<file path="config.mk">
export PLATFORM = sky130hd
export DESIGN_NAME = sd_image_rd_ctrl
export DESIGN_NICKNAME = d
export VERILOG_FILES = /design/src/rtl/sd_image_rd_ctrl.sv
export SDC_FILE = /design/constraint.sdc
export NUM_CORES = 1
export LEC_CHECK = 0
export BUFFER_PORTS_ARGS = -buffer_cell sky130_fd_sc_hd__buf_2
export CAP_MARGIN = 20
export CELL_PAD_IN_SITES_DETAIL_PLACEMENT = 0
export CELL_PAD_IN_SITES_GLOBAL_PLACEMENT = 1
export CORE_MARGIN = 2
export CORE_UTILIZATION = 47
export CTS_CLUSTER_SIZE = 8
export DETAILED_ROUTE_END_ITERATION = 10
export GPL_ROUTABILITY_DRIVEN = 0
export HOLD_SLACK_MARGIN = 0.1
export PLACE_DENSITY = 0.79
export RECOVER_POWER = 50
export SLEW_MARGIN = 20
export SYNTH_ARGS = -nofsm -noshare
export SYNTH_HDL_FRONTEND = slang
export SYNTH_SLANG_ARGS = --single-unit
</file>
<file path="constraint.sdc">
create_clock -name clk -period 7.95 [get_ports clk]
set_clock_uncertainty 0.1 [all_clocks]
set_input_delay 1.59 -clock clk [delete_from_list [all_inputs] [get_ports clk]]
set_output_delay 1.59 -clock clk [all_outputs]
set_load 0.02 [all_outputs]
</file>
<file path="src/rtl/sd_image_rd_ctrl.sv">
// sd_image_rd_ctrl
//   Reads back the most recently saved image from the SD card. It first reads
//   the index sector to get the saved-image count N, then streams the
//   SEC_LENGTH sectors of slot N-1 into the 16w32r FIFO, one sector at a time.
//   A sector read is only started when the SD engines are idle and the FIFO
//   has room for a whole sector.
// Ports
//   clk, rst_n                  clock, async active-low reset
//   sd_init_done                card ready; low aborts to IDLE
//   sys_image_read_req          one-cycle read-back request
//   wr_busy, rd_busy            SD write/read engine busy
//   rd_data, rd_data_valid      SD read data stream
//   fifo_wr_cnt                 FIFO write-side fill level (words)
//   rd_start_en, rd_sec_addr    sector read start pulse and address
//   fifo_wr_en, fifo_wr_data    FIFO push
//   rd_image_busy/done/err      status: busy, done pulse, sticky error
//   o_state                     FSM state (debug)
module sd_image_rd_ctrl #(
  parameter int unsigned SEC_LENGTH     = 2000,
  parameter int unsigned SLOT_STRIDE    = 2000,
  parameter int unsigned INDEX_SEC_ADDR = 0,
  parameter int unsigned SEC_WORDS      = 256,
  parameter int unsigned FIFO_DEPTH     = 1024
) (
  input  logic        clk,
  input  logic        rst_n,
  input  logic        sd_init_done,
  input  logic        sys_image_read_req,
  input  logic        wr_busy,
  input  logic        rd_busy,
  input  logic [15:0] rd_data,
  input  logic        rd_data_valid,
  input  logic [10:0] fifo_wr_cnt,
  output logic        rd_start_en,
  output logic [31:0] rd_sec_addr,
  output logic        fifo_wr_en,
  output logic [15:0] fifo_wr_data,
  output logic        rd_image_busy,
  output logic        rd_image_done,
  output logic        rd_image_err,
  output logic [2:0]  o_state
);

  typedef enum logic [2:0] {
    IDLE     = 3'd0,
    IDX_REQ  = 3'd1,
    IDX_WAIT = 3'd2,
    CALC     = 3'd3,
    SEC_REQ  = 3'd4,
    SEC_WAIT = 3'd5,
    DONE     = 3'd6
  } state_t;

  localparam logic [10:0] CNT_LIMIT = 11'(FIFO_DEPTH - SEC_WORDS);
  localparam logic [8:0]  WORDS_EXP = 9'(SEC_WORDS);
  localparam logic [11:0] SECS_EXP  = 12'(SEC_LENGTH);
  localparam logic [31:0] IDX_ADDR  = 32'(INDEX_SEC_ADDR);
  localparam logic [31:0] STRIDE    = 32'(SLOT_STRIDE);

  state_t      state_q, state_d;
  logic        pending_q, pending_d;
  logic        busy_q, busy_d;
  logic        err_q, err_d;
  logic        done_q, done_d;
  logic        start_q, start_d;
  logic [31:0] addr_q, addr_d;
  logic        wr_en_q, wr_en_d;
  logic [15:0] wr_data_q, wr_data_d;
  logic [15:0] num_q, num_d;
  logic        num_vld_q, num_vld_d;
  logic [31:0] base_q, base_d;
  logic [11:0] sec_cnt_q, sec_cnt_d;
  logic [8:0]  word_cnt_q, word_cnt_d;
  logic        rd_busy_d0_q;

  logic        sd_busy;
  logic        sec_end;
  logic [8:0]  word_inc;
  logic [8:0]  word_tot;
  logic [11:0] sec_next;

  assign sd_busy  = rd_busy | wr_busy;
  assign sec_end  = rd_busy_d0_q & ~rd_busy;
  assign word_inc = (word_cnt_q == '1) ? word_cnt_q : word_cnt_q + 9'd1;
  // A word arriving in the same cycle as the busy fall still belongs to the sector.
  assign word_tot = rd_data_valid ? word_inc : word_cnt_q;
  assign sec_next = sec_cnt_q + 12'd1;

  always_comb begin
    state_d    = state_q;
    pending_d  = pending_q | (sys_image_read_req & ~busy_q);
    busy_d     = busy_q;
    err_d      = err_q;
    done_d     = 1'b0;
    start_d    = 1'b0;
    addr_d     = addr_q;
    wr_en_d    = 1'b0;
    wr_data_d  = wr_data_q;
    num_d      = num_q;
    num_vld_d  = num_vld_q;
    base_d     = base_q;
    sec_cnt_d  = sec_cnt_q;
    word_cnt_d = word_cnt_q;

    case (state_q)
      IDLE: begin
        if (pending_q && !sd_busy) begin
          pending_d = 1'b0;
          err_d     = 1'b0;
          busy_d    = 1'b1;
          state_d   = IDX_REQ;
        end
      end
      IDX_REQ: begin
        if (!sd_busy) begin
          start_d   = 1'b1;
          addr_d    = IDX_ADDR;
          num_d     = '0;
          num_vld_d = 1'b0;
          state_d   = IDX_WAIT;
        end
      end
      IDX_WAIT: begin
        if (rd_data_valid && !num_vld_q) begin
          num_d     = rd_data;
          num_vld_d = 1'b1;
        end
        if (sec_end) state_d = CALC;
      end
      CALC: begin
        if (num_q == '0) begin
          err_d   = 1'b1;
          done_d  = 1'b1;
          busy_d  = 1'b0;
          state_d = IDLE;
        end else begin
          base_d    = ({16'd0, num_q} - 32'd1) * STRIDE + 32'd1;
          sec_cnt_d = '0;
          state_d   = SEC_REQ;
        end
      end
      SEC_REQ: begin
        if (!sd_busy && (fifo_wr_cnt <= CNT_LIMIT)) begin
          start_d    = 1'b1;
          addr_d     = base_q + {20'd0, sec_cnt_q};
          word_cnt_d = '0;
          state_d    = SEC_WAIT;
        end
      end
      SEC_WAIT: begin
        if (rd_data_valid) begin
          wr_en_d    = 1'b1;
          wr_data_d  = rd_data;
          word_cnt_d = word_inc;
        end
        if (sec_end) begin
          if (word_tot != WORDS_EXP) err_d = 1'b1;
          sec_cnt_d = sec_next;
          if (sec_next == SECS_EXP) begin
            done_d  = 1'b1;
            busy_d  = 1'b0;
            state_d = DONE;
          end else begin
            state_d = SEC_REQ;
          end
        end
      end
      DONE:    state_d = IDLE;
      default: state_d = IDLE;
    endcase

    if (!sd_init_done) begin
      state_d   = IDLE;
      pending_d = 1'b0;
      busy_d    = 1'b0;
      start_d   = 1'b0;
      wr_en_d   = 1'b0;
      done_d    = 1'b0;
    end
  end

  always_ff @(posedge clk or negedge rst_n) begin
    if (!rst_n) begin
      state_q      <= IDLE;
      pending_q    <= 1'b0;
      busy_q       <= 1'b0;
      err_q        <= 1'b0;
      done_q       <= 1'b0;
      start_q      <= 1'b0;
      addr_q       <= '0;
      wr_en_q      <= 1'b0;
      wr_data_q    <= '0;
      num_q        <= '0;
      num_vld_q    <= 1'b0;
      base_q       <= '0;
      sec_cnt_q    <= '0;
      word_cnt_q   <= '0;
      rd_busy_d0_q <= 1'b0;
    end else begin
      state_q      <= state_d;
      pending_q    <= pending_d;
      busy_q       <= busy_d;
      err_q        <= err_d;
      done_q       <= done_d;
      start_q      <= start_d;
      addr_q       <= addr_d;
      wr_en_q      <= wr_en_d;
      wr_data_q    <= wr_data_d;
      num_q        <= num_d;
      num_vld_q    <= num_vld_d;
      base_q       <= base_d;
      sec_cnt_q    <= sec_cnt_d;
      word_cnt_q   <= word_cnt_d;
      rd_busy_d0_q <= rd_busy;
    end
  end

  assign rd_start_en   = start_q;
  assign rd_sec_addr   = addr_q;
  assign fifo_wr_en    = wr_en_q;
  assign fifo_wr_data  = wr_data_q;
  assign rd_image_busy = busy_q;
  assign rd_image_done = done_q;
  assign rd_image_err  = err_q;
  assign o_state       = state_q;

endmodule

</file>
==> results of run 1 <==
## flip-flops by register name (all words and copies together) (netlist names)
register and flops:
pending_q 1, num_vld_q 1, sec_cnt_q 12, fifo_wr_en 1, base_q 29, word_cnt_q 9, num_q 16, rd_sec_addr 32
rd_busy_d0_q 1, o_state 3, fifo_wr_data 16, rd_image_busy 1, rd_image_err 1, rd_start_en 1, rd_image_done 1
## layout make-up
type,count,area (sq um),area share
inverter,90,338,0.0322
sequential,125,3130,0.298
tap,265,332,0.0316
multi-input combinational,742,5670,0.541
clock buffer,20,447,0.0426
timing repair buffer,96,413,0.0394
clock inverter,12,161,0.0154
## cells by family (layout without fill, tap and decap cells)
group           after synthesis  after routing
buf+inv                     128            218
xor+xnor                     91             91
fa+ha+maj                   117            117
simple gates                300            300
compound gates              215            215
flops                       125            125
mux                          19             19
## worst max-delay path: stages (launching register included)
cell,delay (ps)
dfrtp_1,430
or4_1,540
or3_1,460
xor2_1,430
inv_1,240
xnor2_1,460
xnor2_1,180
fa_1,470
fa_1,490
inv_1,50
fa_1,460
ha_1,380
a21o_1,210
a21o_1,180
a211oi_1,300
o21ai_0,180
a221oi_1,400
a21oi_1,180
xnor2_1,170
o21ai_0,90
## cells in the mapped netlist (3+ instances only)
cell,instances,area [sq um]
clkbuf_1,32,120
a21oi_1,33,165
and2_1,6,37.5
nand2b_1,9,56.3
nor2b_1,5,31.3
xor2_1,36,315
mux2_2,16,180
fa_1,52,1040
nand2_1,97,364
xnor2_1,55,482
a22oi_1,3,22.5
nor2_1,62,233
a21o_1,12,90.1
nor3_1,16,80.1
and3_1,9,56.3
o21a_1,4,30.0
ha_1,63,788
or2_2,7,43.8
inv_1,88,330
mux2i_1,3,30.0
a211oi_1,8,60.1
nand4_1,9,56.3
nand3_1,48,240
a31oi_1,8,50.1
or3_1,7,43.8
o21bai_1,8,60.1
o21ai_0,86,430
a21boi_0,5,37.5
or4_1,4,30.0
and4_1,7,61.3
a22o_1,16,140
buf_2,6,30.0
o31ai_1,7,52.6
nor4_1,4,25.0
dfrtp_1,125,3130
## worst paths after layout
kind | depth (start not counted) | start | to
worst max register to register | 19 | num_q[3] | base_q[27]
min in group asynchronous | 1 | rst_n | rd_start_en
worst min register to register | 1 | num_vld_q | num_vld_q
worst min-delay path | 1 | num_vld_q | num_vld_q
max in group asynchronous | 2 | rst_n | fifo_wr_data[9]
worst max-delay path | 19 | num_q[3] | base_q[27]
## routing by layer
layer | GRT usage | share of wire | vias up
met4 | 0.0547 | 0.012 | 0
met3 | 0.0319 | 0.037 | 18
met2 | 0.281 | 0.41 | 141
met1 | 0.302 | 0.54 | 3271
met5 | 0 | 0 | -
li1 | - | - | 3574
## cells in the final DEF, fill, tap and decap left out, types with 3 or more instances in the layout
| cell type | count |
|---|---|
| dfrtp_1 | 125 |
| nand2_1 | 97 |
| inv_1 | 89 |
| o21ai_0 | 86 |
| clkbuf_1 | 64 |
| ha_1 | 63 |
| nor2_1 | 62 |
| xnor2_1 | 55 |
| fa_1 | 52 |
| nand3_1 | 48 |
| xor2_1 | 36 |
| a21oi_1 | 33 |
| buf_2 | 30 |
| clkbuf_16 | 17 |
| nor3_1 | 16 |
| a22o_1 | 16 |
| mux2_2 | 16 |
| a21o_1 | 12 |
| nand2b_1 | 9 |
| and3_1 | 9 |
| nand4_1 | 9 |
| o21bai_1 | 8 |
| a31oi_1 | 8 |
| a211oi_1 | 8 |
| or2_2 | 7 |
| and4_1 | 7 |
| o31ai_1 | 7 |
| or3_1 | 6 |
| nor4_1 | 5 |
| a21boi_0 | 5 |
| nor2b_1 | 5 |
| and2_1 | 5 |
| or4_1 | 4 |
| o21a_1 | 4 |
| buf_4 | 4 |
| mux2i_1 | 3 |
| a22oi_1 | 3 |
| bufinv_16 | 3 |
| clkinvlp_4 | 3 |
| clkinv_4 | 3 |
## stage by stage
step	cells	setup slack (ps)	utilization	hold slack, ps
floorplan	995	2010	-	341
global route	1350	706	0.539	389
finish	1350	1400	0.539	372
detailed placement	1318	1380	0.513	366
global placement	1318	1480	0.513	359
CTS	1350	1330	0.544	375
==> flow_summary.ini, run 1 <==
[outcome]
status = finished, violations left
violations = capacitance limit, slew limit

[setup_path]
critPathLaunchType = flip-flop
r2r_slack_ps = 1400
required_ps = 8120
cp.arrival_ps = 6730
cp_max_fo = 6
crit_type = reg2reg
end_kind = flip-flop

[flow_run]
drv_cap = 2

[logic_synthesis]
async_flop_share = 1.00
syn_inst = 995
avgSynthCellArea_sq_um = 9.35
synth_xor_xnor_area_share = 0.0857
synth_seq_cells = 125
synth_edf_count = 0
synth.yosys.seq_area_share = 0.336
ys_warn_count = 0
synth_top_family_by_area = adder cells
synth-compound-area-share = 0.148
synthMuxAreaShare = 0.0226
synth_fp_nets = 1144
synthFlopType = dfrtp_1
synth-adder-area-share = 0.199
synth.cell_area_sq_um = 9300
yosysUniqueCellTypes = 65
synth-simple-area-share = 0.157

[timing]
finalSetupViolations = 0
hold_viol_final = 0
rsz0062_at_grt = no
max_slew.worst_pin.slew_ps = 3380
layout_min_cycle_time_ps = 6550
finalMaxSlewViolations = 100
fmax_mhz = 153
period_share = 0.824
tns_ps = 0
slew_headroom = -1.25

[cells_and_area]
final_nets = 1221
drive_gt1_frac = 0.0876
area_growth_pct = 12.8
diodes = 0
nFillCells = 1828
finalInstanceArea_sq_um = 10500

[global_routing]
grt_usage = 0.195
grt_max_degree = 65
grt_pass1_vias = 6613
antenna_found_initial = 0
grt_pass1_wl_microns = 32500
grt_overflow_total = 0

[routing]
route.detailed.drc = 0
viasPerCell = 5.19
vias = 7004
drt-total-wl_microns = 19400
wl_per_cell_microns = 14.4
drt-initial-drc-count = 423
drtAntennaViolNets = 0
drt_pre_antenna_iters = 5

[placed_design]
dp_hpwl_microns = 14700
placed_area_sq_um = 9990
portBuffers = 89

[clocking]
cts_hold_buffers = 0
path_clk_slew_ps = 60
cts_tree = built
cts_root_buf = clkbuf_16
h-tree-depth = 4
post_cts_buffers = 0
clk_latency_ps = 410
clock-sinks = 125
post_cts_resized = 0
cts.path.max_buffers = 2
cts_made_buffers = 17

[floorplan]
die-height_microns = 145
core_area_sq_um = 19500
start_util = 0.478
rows = 51
die_area_sq_um = 20900
die_x_microns = 145
boundaryPins = 90

[min_path]
hold_path_class = reg2reg
Power of run 1 is not shown: default switching activity piles up to over one toggle a cycle in this logic, so the estimate is an artifact.
==> inputs of run 2 (changes only) <==
--- a/config.mk
+++ b/config.mk
@@ -10,12 +10,12 @@
 export CELL_PAD_IN_SITES_DETAIL_PLACEMENT = 0
 export CELL_PAD_IN_SITES_GLOBAL_PLACEMENT = 1
 export CORE_MARGIN = 2
-export CORE_UTILIZATION = 47
+export CORE_UTILIZATION = 42
 export CTS_CLUSTER_SIZE = 8
 export DETAILED_ROUTE_END_ITERATION = 10
 export GPL_ROUTABILITY_DRIVEN = 0
 export HOLD_SLACK_MARGIN = 0.1
-export PLACE_DENSITY = 0.79
+export PLACE_DENSITY = 0.75
 export RECOVER_POWER = 50
 export SLEW_MARGIN = 20
 export SYNTH_ARGS = -nofsm -noshare
==> constraint.sdc (replaced) <==
create_clock -name clk -period 5.96 [get_ports clk]
set_clock_uncertainty 0.1 [all_clocks]
set_input_delay 1.192 -clock clk [delete_from_list [all_inputs] [get_ports clk]]
set_output_delay 1.192 -clock clk [all_outputs]
set_load 0.02 [all_outputs]
==> flow_summary.ini, run 2 (synthesized netlist as in run 1, its figures left out) <==
[global_routing]
grt_max_degree = 69
antenna_found_initial = 0
grt_overflow_total = 0
grt_usage = 0.177
grt_pass1_wl_microns = 34100
grt_pass1_vias = 6860

[outcome]
status = finished, violations left
violations = capacitance limit, slew limit

[routing]
drtAntennaViolNets = 0
drt-total-wl_microns = 20100
viasPerCell = 5.07
drt-initial-drc-count = 262
route.detailed.drc = 0
drt_pre_antenna_iters = 4
wl_per_cell_microns = 14.3
vias = 7106

[floorplan]
rows = 54
start_util = 0.428
core_area_sq_um = 21800
boundaryPins = 90
die-height_microns = 153
die_area_sq_um = 23400
die_x_microns = 153

[clocking]
cts_made_buffers = 17
cts.path.max_buffers = 2
clock-sinks = 125
h-tree-depth = 4
clk_latency_ps = 430
cts_hold_buffers = 0
path_clk_slew_ps = 60
cts_tree = built
cts_root_buf = clkbuf_16

[setup_path]
critPathLaunchType = flip-flop
end_kind = flip-flop
cp.arrival_ps = 5950
worstReg2RegStart = num_q[3]
cp_max_fo = 5
crit_type = reg2reg
required_ps = 6170
crit_path_start = num_q[3]

[placed_design]
pre_cts_slack_ps = 12.6
dp_hpwl_microns = 15100
portBuffers = 89

[timing]
slew_headroom = -1.34
setup_slack_ps = 212
tns_ps = 0
max_slew.worst_pin.slew_ps = 3520
whs_ps = 376
hold_viol_final = 0
finalMaxSlewViolations = 104
finalSetupViolations = 0
layout_min_cycle_time_ps = 5750
rsz0062_at_grt = no
period_share = 0.964
fmax_mhz = 174

[min_path]
hp-start = num_vld_q
hold_path_class = reg2reg

[cells_and_area]
area_growth_pct = 17.8
final_nets = 1258
drive_gt1_frac = 0.143
nFillCells = 2104
mostFrequentLayoutCell = dfrtp_1
largest_reg_flops = 32
fin_util = 0.504
diodes = 0
mostFrequentLayoutCells = dfrtp_1 (125), nand2_1 (97), inv_1 (85)

[flow_run]
drv_cap = 2
## run 2: cell types whose count changed in the layout (fill, tap and decap cells not counted), sizes merged
cell	previous run	this run
clkinv	5	6
buf	34	73
clkbuf	82	79
## run 2: worst paths after layout
kind                       slack (ps)  cells after the start     endpoint
min in group asynchronous        1840                      1  rd_start_en
max                               210                     21   base_q[28]
min reg2reg                       380                      1    num_vld_q
max reg2reg                       210                     21   base_q[28]
min                               380                      1    num_vld_q
max in group asynchronous        1750                      2     num_q[2]
## run 2: final cells by class
type / count / area, sq um / area share
multi-input combinational: 742 / 5850 / 0.534
sequential: 125 / 3130 / 0.286
timing repair buffer: 133 / 693 / 0.0633
clock buffer: 19 / 433 / 0.0395
tap: 280 / 350 / 0.0320
inverter: 90 / 338 / 0.0308
clock inverter: 13 / 166 / 0.0152
## run 2: critical path, cell delays in order, from the launching register on
cell and delay (ps):
dfrtp_1 370, or4_1 540, nand2b_1 180, or2_4 270, or3_1 360, xnor2_2 160, buf_4 150, ha_1 270
inv_1 50, fa_1 490, fa_1 510, inv_1 50, fa_1 450, ha_1 350, o21ai_0 120, o21ai_1 200
buf_4 140, a21oi_1 30, o31a_1 330, o31ai_4 300, xnor2_2 150, o21ai_2 60
## run 2: per-layer routing
layer,up-vias,GRT usage,share of wire,routed length [microns]
met5,-,0,0,0
met4,0,0.0384,0.0081,163
met1,3305,0.266,0.53,10500
met3,12,0.0357,0.040,793
li1,3666,-,-,-
met2,123,0.264,0.43,8560
## run 2: what timing repair did
item	CTS	global route
endpoints found under the setup margin	5	10
pin swaps	1	5
cloned	0	0
hold endpoints to repair	0	0
buffers inserted	1	1
resized for setup	3	28
## run 2: through the flow
stage               cell area [sq um]  cells
finish                          11000   1402
global route                    11000   1402
CTS                             10900   1401
detailed placement              10300   1368
global placement                10300   1368
floorplan                        9300    995
Power of run 2 is left out for the same reason.
==> inputs of run 3 (changes only) <==
--- a/config.mk
+++ b/config.mk
@@ -5,17 +5,17 @@
 export SDC_FILE = /design/constraint.sdc
 export NUM_CORES = 1
 export LEC_CHECK = 0
-export BUFFER_PORTS_ARGS = -buffer_cell sky130_fd_sc_hd__buf_2
 export CAP_MARGIN = 20
 export CELL_PAD_IN_SITES_DETAIL_PLACEMENT = 0
 export CELL_PAD_IN_SITES_GLOBAL_PLACEMENT = 1
 export CORE_MARGIN = 2
-export CORE_UTILIZATION = 42
+export CORE_UTILIZATION = 46
 export CTS_CLUSTER_SIZE = 8
 export DETAILED_ROUTE_END_ITERATION = 10
+export DONT_BUFFER_PORTS = 1
 export GPL_ROUTABILITY_DRIVEN = 0
 export HOLD_SLACK_MARGIN = 0.1
-export PLACE_DENSITY = 0.75
+export PLACE_DENSITY = 0.76
 export RECOVER_POWER = 50
 export SLEW_MARGIN = 20
 export SYNTH_ARGS = -nofsm -noshare
==> flow_summary.ini, run 3 (synthesized netlist as in run 1, its figures left out) <==
[setup_path]
crit_type = reg2reg
required_ps = 6160
critPathLaunchType = flip-flop
cp.arrival_ps = 5930
cpPeakStageDelay_ps = 540
path_cells = inv_1 > ha_1 > nand2b_1 > or4_1 > xor2_2 > inv_1 > ha_1 > xnor2_2 > fa_1 > fa_1 > fa_1 > inv_1 > ha_1 > and4_1 > a221oi_2 > o21bai_1 > a31o_2 > a21o_1 > a221o_1
slowest_stage = fa_1
cp_max_fo = 5
end_kind = flip-flop
r2r_slack_ps = 240

[routing]
drt-total-wl_microns = 19700
drt_pre_antenna_iters = 5
drt-initial-drc-count = 328
wl_per_cell_microns = 15.1
vias = 6899
drtAntennaViolNets = 0
route.detailed.drc = 0
viasPerCell = 5.29

[clocking]
h-tree-depth = 4
path_clk_slew_ps = 60
clk_latency_ps = 430
cts_hold_buffers = 0
cts_root_buf = clkbuf_16
cts.path.max_buffers = 2
clock-sinks = 125
cts_tree = built
cts_made_buffers = 17

[flow_run]
drv_cap = 0

[timing]
max_slew.worst_pin.slew_ps = 936
slew_headroom = 0.376
layout_min_cycle_time_ps = 5720
rsz0062_at_grt = yes
setup_slack_ps = 239
period_share = 0.960
finalMaxSlewViolations = 0
hold_viol_final = 0
fmax_mhz = 175
whs_ps = 361
finalSetupViolations = 0

[floorplan]
die_area_sq_um = 21400
start_util = 0.464
die-height_microns = 146
die_x_microns = 146
core_area_sq_um = 20000
rows = 52
boundaryPins = 90

[cells_and_area]
diodes = 0
fin_util = 0.530
mostFrequentLayoutCell = dfrtp_1
drive_gt1_frac = 0.136
mostFrequentLayoutCells = dfrtp_1 (125), nand2_1 (97), inv_1 (86)
finalNonFillerCells = 1304
final_nets = 1170
area_growth_pct = 14.1
largest_reg_flops = 32

[global_routing]
antenna_found_initial = 0
grt_pass1_wl_microns = 32800
grt_usage = 0.188
grt_overflow_total = 0
grt_pass1_vias = 6661
grt_max_degree = 126

[outcome]
status = finished, final reports clean

[placed_design]
dp_cells = 1269
portBuffers = 0
dp_hpwl_microns = 14700
pre_cts_slack_ps = -75.1

[min_path]
hold_path_class = in2async
## run 3: cell types whose count changed in the layout (fill, tap and decap cells not counted), moves of 2 or more
| cell | delta |
|---|---|
| clkbuf_1 | -61 |
| buf_2 | -32 |
| buf_4 | +3 |
| xnor2_1 | -2 |
| xnor2_2 | +2 |
## run 3: metal layers
| metal | part of all wire | track usage | vias up |
|---|---|---|---|
| met2 | 0.43 | 0.272 | 144 |
| met1 | 0.52 | 0.288 | 3251 |
| li1 | - | - | 3486 |
| met4 | 0.012 | 0.0524 | 0 |
| met5 | 0 | 0 | - |
| met3 | 0.043 | 0.0353 | 18 |
## run 3: layout make-up
class	instances	area [sq um]
clock buffers	17	425
clock inverters	15	165
fillers	1903	9430
inverters	90	338
multi-input cells	742	5890
flip-flops and latches	125	3130
well taps	270	338
repair buffers	45	334
## run 3: repair_timing
item / in CTS / in global routing
cloned: 0 / 0
pin swaps: 2 / 5
setup buffers: 2 / 1
setup endpoints to repair: 4 / 10
gates resized for setup: 1 / 37
## run 3: stage by stage
| step | TNS (ps) | cell area, sq um |
|---|---|---|
| floorplan | 0 | 9300 |
| global placement | 0 | 9810 |
| detailed placement | -204 | 9810 |
| CTS | 0 | 10400 |
| global route | -49.6 | 10600 |
| finish | 0 | 10600 |
## run 3: final timing paths
check,start,endpoint,cells past startpoint
max in group asynchronous,rst_n,fifo_wr_data[7],0
max,num_q[0],base_q[24],19
max reg2reg,num_q[0],base_q[24],19
min in group clk,num_vld_q,num_vld_q,1
min,rst_n,rd_sec_addr[5],0
min reg2reg,num_vld_q,num_vld_q,1
## run 3: critical path, delay by kind of cell, from the launching register on
kind / cells / cell delay (ps)
AND/OR/NAND/NOR: 3 / 820
adder cells (fa/ha/maj): 6 / 2420
XOR/XNOR: 2 / 410
AO/OA/AOI/OAI: 5 / 1160
buffers and inverters: 3 / 270
flip-flops: 1 / 430
Power of run 3 is left out for the same reason.
